**config.mk**
```make
export PLATFORM = sky130hd
export DESIGN_NAME = split_case_decoder
export DESIGN_NICKNAME = d
export VERILOG_FILES = /design/src/rtl/split_case_pkg.sv /design/src/rtl/split_case_inv.sv /design/src/rtl/split_case_decoder.sv
export SDC_FILE = /design/constraint.sdc
export NUM_CORES = 1
export LEC_CHECK = 0
export ABC_AREA = 1
export BUFFER_PORTS_ARGS = -buffer_cell sky130_fd_sc_hd__buf_2
export CORE_AREA = 5 5 70 72
export CTS_CLUSTER_DIAMETER = 30
export DETAILED_ROUTE_END_ITERATION = 10
export DIE_AREA = 0 0 75 77
export PLACE_DENSITY = 0.79
export SETUP_SLACK_MARGIN = 0.5
export SYNTH_ARGS = -nofsm -noshare
export SYNTH_HDL_FRONTEND = slang
export SYNTH_SLANG_ARGS = --single-unit
export TNS_END_PERCENT = 50
```
**constraint.sdc**
```tcl
create_clock -name clk -period 5.7 [get_ports clk]
set_clock_uncertainty 0.05 [all_clocks]
set_input_delay 1.14 -clock clk [delete_from_list [all_inputs] [get_ports clk]]
set_output_delay 1.14 -clock clk [all_outputs]
set_load 0.05 [all_outputs]
```
**src/rtl/split_case_pkg.sv**
```systemverilog
// Shared encodings and types for the split-case encoder/decoder pair.
// Both lanes carry the same word under different sel-dependent offsets.
package split_case_pkg;

  localparam logic [1:0] SEL_ADD = 2'b00;
  localparam logic [1:0] SEL_SUB = 2'b01;

  localparam int OFF_A = 5;
  localparam int OFF_B = 6;

  localparam int TRIPLE_DATA_W = 8;

  typedef struct packed {
    logic [1:0]               sel;
    logic [TRIPLE_DATA_W-1:0] a;
    logic [TRIPLE_DATA_W-1:0] b;
  } triple_t;

endpackage

```
**src/rtl/split_case_inv.sv**
```systemverilog
// Combinational inverse of the split-case lane encoding.
// Undoes the encoder's offsets on both lanes and flags disagreement.
module split_case_inv
  import split_case_pkg::*;
#(
  parameter int DATA_W = 8
) (
  input  logic [1:0]        sel,
  input  logic [DATA_W-1:0] a,
  input  logic [DATA_W-1:0] b,
  output logic [DATA_W-1:0] da,
  output logic [DATA_W-1:0] db,
  output logic              err
);

  always_comb begin
    da = a;
    db = b;
    unique case (1'b1)
      (sel == SEL_ADD): begin
        da = a - DATA_W'(OFF_A);
        db = b - DATA_W'(OFF_B);
      end
      (sel == SEL_SUB): begin
        da = a + DATA_W'(OFF_A);
        db = b + DATA_W'(OFF_B);
      end
      default: begin
        da = a;
        db = b;
      end
    endcase
  end

  assign err = (da != db);

endmodule

```
**src/rtl/split_case_decoder.sv**
```systemverilog
// Two-stage valid/ready decoder for split-case encoded triples,
// with lane cross-check and a saturating mismatch counter.
module split_case_decoder
  import split_case_pkg::*;
#(
  parameter int DATA_W    = 8,
  parameter int ERR_CNT_W = 8
) (
  input  logic                 clk,
  input  logic                 rst,
  input  logic                 in_valid,
  output logic                 in_ready,
  input  logic [1:0]           in_sel,
  input  logic [DATA_W-1:0]    in_case_a,
  input  logic [DATA_W-1:0]    in_case_b,
  output logic                 out_valid,
  input  logic                 out_ready,
  output logic [DATA_W-1:0]    out_data,
  output logic                 out_err,
  input  logic                 clr_err,
  output logic [ERR_CNT_W-1:0] err_count
);

  localparam logic [ERR_CNT_W-1:0] ERR_MAX = '1;

  logic              s1_valid;
  logic [1:0]        s1_sel;
  logic [DATA_W-1:0] s1_a;
  logic [DATA_W-1:0] s1_b;
  logic              s2_valid;

  logic [DATA_W-1:0] dec_a;
  logic [DATA_W-1:0] unused_dec_b;
  logic              dec_err;

  logic adv2;
  logic accept;
  logic s1_move;
  logic out_fire;

  split_case_inv #(
    .DATA_W (DATA_W)
  ) u_inv (
    .sel (s1_sel),
    .a   (s1_a),
    .b   (s1_b),
    .da  (dec_a),
    .db  (unused_dec_b),
    .err (dec_err)
  );

  assign adv2      = !s2_valid || out_ready;
  assign s1_move   = s1_valid && adv2;
  assign in_ready  = !rst && (!s1_valid || adv2);
  assign accept    = in_valid && in_ready;
  assign out_valid = s2_valid;
  assign out_fire  = s2_valid && out_ready;

  always_ff @(posedge clk) begin
    if (rst) begin
      s1_valid  <= 1'b0;
      s1_sel    <= '0;
      s1_a      <= '0;
      s1_b      <= '0;
      s2_valid  <= 1'b0;
      out_data  <= '0;
      out_err   <= 1'b0;
      err_count <= '0;
    end else begin
      if (accept) begin
        s1_valid <= 1'b1;
        s1_sel   <= in_sel;
        s1_a     <= in_case_a;
        s1_b     <= in_case_b;
      end else if (s1_move) begin
        s1_valid <= 1'b0;
      end

      // Output regs only move when S2 is free, so held words stay stable.
      if (adv2) begin
        s2_valid <= s1_valid;
        if (s1_valid) begin
          out_data <= dec_a;
          out_err  <= dec_err;
        end
      end

      if (clr_err) begin
        err_count <= '0;
      end else if (out_fire && out_err && err_count != ERR_MAX) begin
        err_count <= err_count + ERR_CNT_W'(1);
      end
    end
  end

endmodule

```
### Word-level counts from Yosys, hierarchy flattened

Cells that the tools add are included.

* bits in registers: 37
* latch bits: 0
* bits in writable memories: 0
* ROM bits: 0
* input bits: 23
* output and inout port bits: 19
* word-level logic and storage cells: 35
* memories: 0

* add/subtract/negate cells: 5
* $mul: 0
* div/mod/pow operators: 0
* $lt $le $gt $ge: 0
* eq/ne operators: 3
* shifts and indexed selects: 0
* multiplexer cells: 4
* bitwise gates (word level): 0
* reductions and logical operators: 15

Operators by type and width (count)
* $pmux 8 s2: 2
* $add 8x3->8 const B: 2
* $sub 8x3->8 const B: 2
* $add 8x1->8 const B: 1
* $ne 8x8->1: 1
* $ne 8x8->1 const B: 1
* $logic_and 1x1->1: 6
* $logic_not 1->1: 3
* $eq 2x1->1 const B: 1
* $logic_not 2->1: 1
* $logic_or 1x1->1: 2
* $mux 1: 2
* $reduce_and 2->1: 1
* $reduce_bool 2->1: 1
* $reduce_or 2->1: 1

### Longest topological paths before layout

* word-level depth: 6
* mapped depth: 22
* gate-level depth less buffers: 21

### Modules after synthesis

Synthesis repeated with hierarchy kept, for this count alone.

* cells, all modules: 413
* area, all modules: 2668.8 sq um

By module, submodules not included
* split_case_decoder: times used 1, cells an instance 203, area each 1545.2 sq um, seq. area each 740.7 sq um
* split_case_inv: times used 1, cells an instance 210, area each 1123.6 sq um, seq. area each 0.0 sq um

### Worst setup path after synthesis

OpenSTA, ideal clock, no wires.

* path kind: input to output
* start point: in out_ready
* end point: out in_ready
* arrival time: 1.702 ns
* required time: 4.510 ns
* setup slack: 2.808 ns
* stages: 6
* buffers on the path: 0
* path through: inv_1 > nand2_1 > nor2_1 > inv_1 > nand2_1 > inv_1

* cells in the longest elaborated chain, start to end: 3

Ends and longest elaborated chain
* start: declaration: RTL line split_case_decoder.sv:17 `input logic out_ready,`
* $logic_or 1x1->1: RTL line split_case_decoder.sv:52 `assign adv2 = !s2_valid || out_ready;`
* $logic_or 1x1->1: RTL line split_case_decoder.sv:54 `assign in_ready = !rst && (!s1_valid || adv2);`
* $logic_and 1x1->1: RTL line split_case_decoder.sv:54
* end: declaration: RTL line split_case_decoder.sv:12 `output logic in_ready,`

No other way between the ends.

### Worst setup path after layout

* start point: in rst
* end point: out in_ready

* cells in the longest elaborated chain, start to end: 2

Ends and longest elaborated chain
* start: declaration: RTL line split_case_decoder.sv:10 `input logic rst,`
* $logic_not 1->1: RTL line split_case_decoder.sv:54
* $logic_and 1x1->1: RTL line split_case_decoder.sv:54

No other way between the ends.

==> metrics.txt <==
post-synthesis sequential area ratio 31.1%; largest net degree at the start of global routing 37; CTS tree yes; Mapped Avg Cell Area 6.37 µm²; Routed wire per std cell 11.9 µm; Met3 Wirelength 354 µm; Synth top cells by count nand2_1, inv_1, nand3_1, dfxtp_1, nor2_1; layout cells sized above 1 14.8%; routed vias 2,381; hold wc startpoint out_data[0]; Metal-1 WL 2600 µm; DR iter-0 viols 151; fin crit period 3.58 ns; synth top area cells dfxtp_1, nand2_1, inv_1; Arr. time, crit path 2.39 ns; Power Density 252 mW/mm²; CTS Sinks 37; area grow syn2layout 13.0%; Synth Flop Type dfxtp_1; Ant. Diodes 0; Design Area, Final 0.00269 mm²; die area 0.00578 mm²; LEAKAGE 1.40 nW; RSZ-0062 raised after global routing false; Routability Congestion 0.824; CP startpoint kind primary input; R2R Path End out_err; DP Worst Slack 2.13 ns; final worst path period share 62.8%; Initial Util 56.3%; # DRC 0; Vias per Instance 5.13; critical path class primary input to output pin; io pins 42; routed wl met2 2490 µm; count leader, synth nand2_1; NumNets Final 448; Post-CTS Setup Bufs 0; Post-synth ARST share 0%; Cells after DPL 458; worst-skew pair later-pin latency 0.29 ns; Ys Warns 0; post-synth net total 409; worst hold margin 0.417 ns; register area 741 µm²; row count 24; fin cells 464; post-cts resize count 0; Worst Max-Slew Pin Slew 0.744 ns; Worst IR Drop VDD 0.218 mV; Yosys top cell by area dfxtp_1; Final Worst Setup Slack 2.12 ns; Worst R2R Setup Slack 2.72 ns; HP Class flop to flop; Die X 75 µm; final setup fails 0; status finished clean; Slew Limit Headroom 50.3%; Filler cells 406; CP required 4.51 ns; Clock Pin Slew Worst Setup and Hold Paths 0.07 ns; DRT Pass-1 Iters 5; Post-synth EDFFs 0; gr usage total 21.7%; R2R Path Start s1_sel[1]; Top Layer Used met4; synthesized cell area 0.00238 mm²; IO buf count 41; Overflow after GRT 0; Synth top area share 31.1%; H-tree depth 2; endpoints failing hold 0; Hold Crit Depth 2; Hold-fix buffers, CTS 0; R2R cell count 17; initial antenna violation count 0; first-pass GRT wire length 10,000 µm; cells after synthesis 374; total CTS buffers 5; total wire length 5530 µm; vias in the first global route 2,332; critical path launch point rst; WHS Endpoint out_data[0]; root buf cell clkbuf_8; Fmax 280 MHz; dpl cell area 0.00262 mm²; Slew Limit Fails 0; MaxCap Viol Count 0; count of different cell masters after synthesis 33; maximum fanout along the worst path 22; CP Capture Type output pin; Core ar. 0.00423 mm²; HPWL after DPL 4080 µm; register bit total from synthesis 37; area of the multi-input gates 0.00139 mm²; Fin Setup TNS 0 ns; die height 77 µm; post-route ant nets 0; CTS Buffer Depth 2
-- sequential cells by signal, summed over array words and instances, names as in the netlist --
| register | cells |
|---|---|
| out_data | 8 |
| err_count | 8 |
| s1_a | 8 |
| s1_valid | 1 |
| s1_b | 8 |
| out_valid | 1 |
| out_err | 1 |
| s1_sel | 2 |
-- critical path, stage by stage --
cell and delay, ns:
buf_2 0.36, clkinv_1 0.40, nand2_1 0.23, inv_1 0.05
buf_2 0.20
-- layer usage --
| layer | vias to the layer above | global-route usage (%) |
|---|---|---|
| li1 | 1275 | - |
| met1 | 1039 | 29.5 |
| met2 | 60 | 34.2 |
| met3 | 7 | 4.71 |
| met4 | 0 | 5.87 |
| met5 | - | 0 |
-- cell families after synthesis --
family	count (synthesis)	share of synthesized area (%)
adder cells (fa/ha/maj)	12	6.61
XOR/XNOR	6	2.21
flip-flops	37	31.1
buffers and inverters	66	10.8
AND/OR/NAND/NOR	194	34.4
AO/OA/AOI/OAI	59	15.0
-- cell usage in the layout (no fill, tap or decap), types with 2 or more instances in the layout --
master    Yosys  layout
a21boi_1      3       3
nor2_1       32      31
nand2_2       5       5
nand2_1     110     110
inv_1        53      53
clkbuf_8      0       5
o21bai_1      2       2
buf_2         2      41
xor2_1        3       3
dfxtp_1      37      37
o211ai_1      2       2
nand4_1       3       3
nor3_1        2       2
o31ai_1      13      13
o21ai_0      18      18
xnor2_1       3       3
nand3_1      38      38
o21ai_1       2       2
ha_1         11      11
a21oi_1      15      15
-- area by class of cell --
type / count / share of cell area [%]
multi-input cells: 271 / 51.6
clock inverters: 1 / 0.186
inverters: 56 / 7.90
clock buffers: 5 / 2.55
well taps: 52 / 2.42
flip-flops and latches: 37 / 27.5
repair buffers: 42 / 7.90
-- worst max path at each step --
stage                          end  slack, ns  depth (start not counted)
after detailed placement  in_ready       2.13                          5
after global routing      in_ready       2.03                          5
after CTS                 in_ready       2.12                          5
final                     in_ready       2.12                          5
after global placement    in_ready       2.14                          5
after floorplan           in_ready       2.81                          6
-- metrics by stage --
stage	util (%)	power [mW]
CTS	63.6	0.682
detailed placement	61.9	0.514
finish	63.6	0.679
global placement	61.9	0.509
floorplan	-	0.466
global route	63.6	0.732
-- power by group --
part / leakage (nW) / total (mW) / switching (mW) / internal (mW)
registers: 0.304 / 0.289 / 0.0147 / 0.274
clock network: 0.0399 / 0.169 / 0.0884 / 0.0804
logic: 1.06 / 0.222 / 0.145 / 0.0771
No activity file was read; power rests on OpenSTA's default activity.
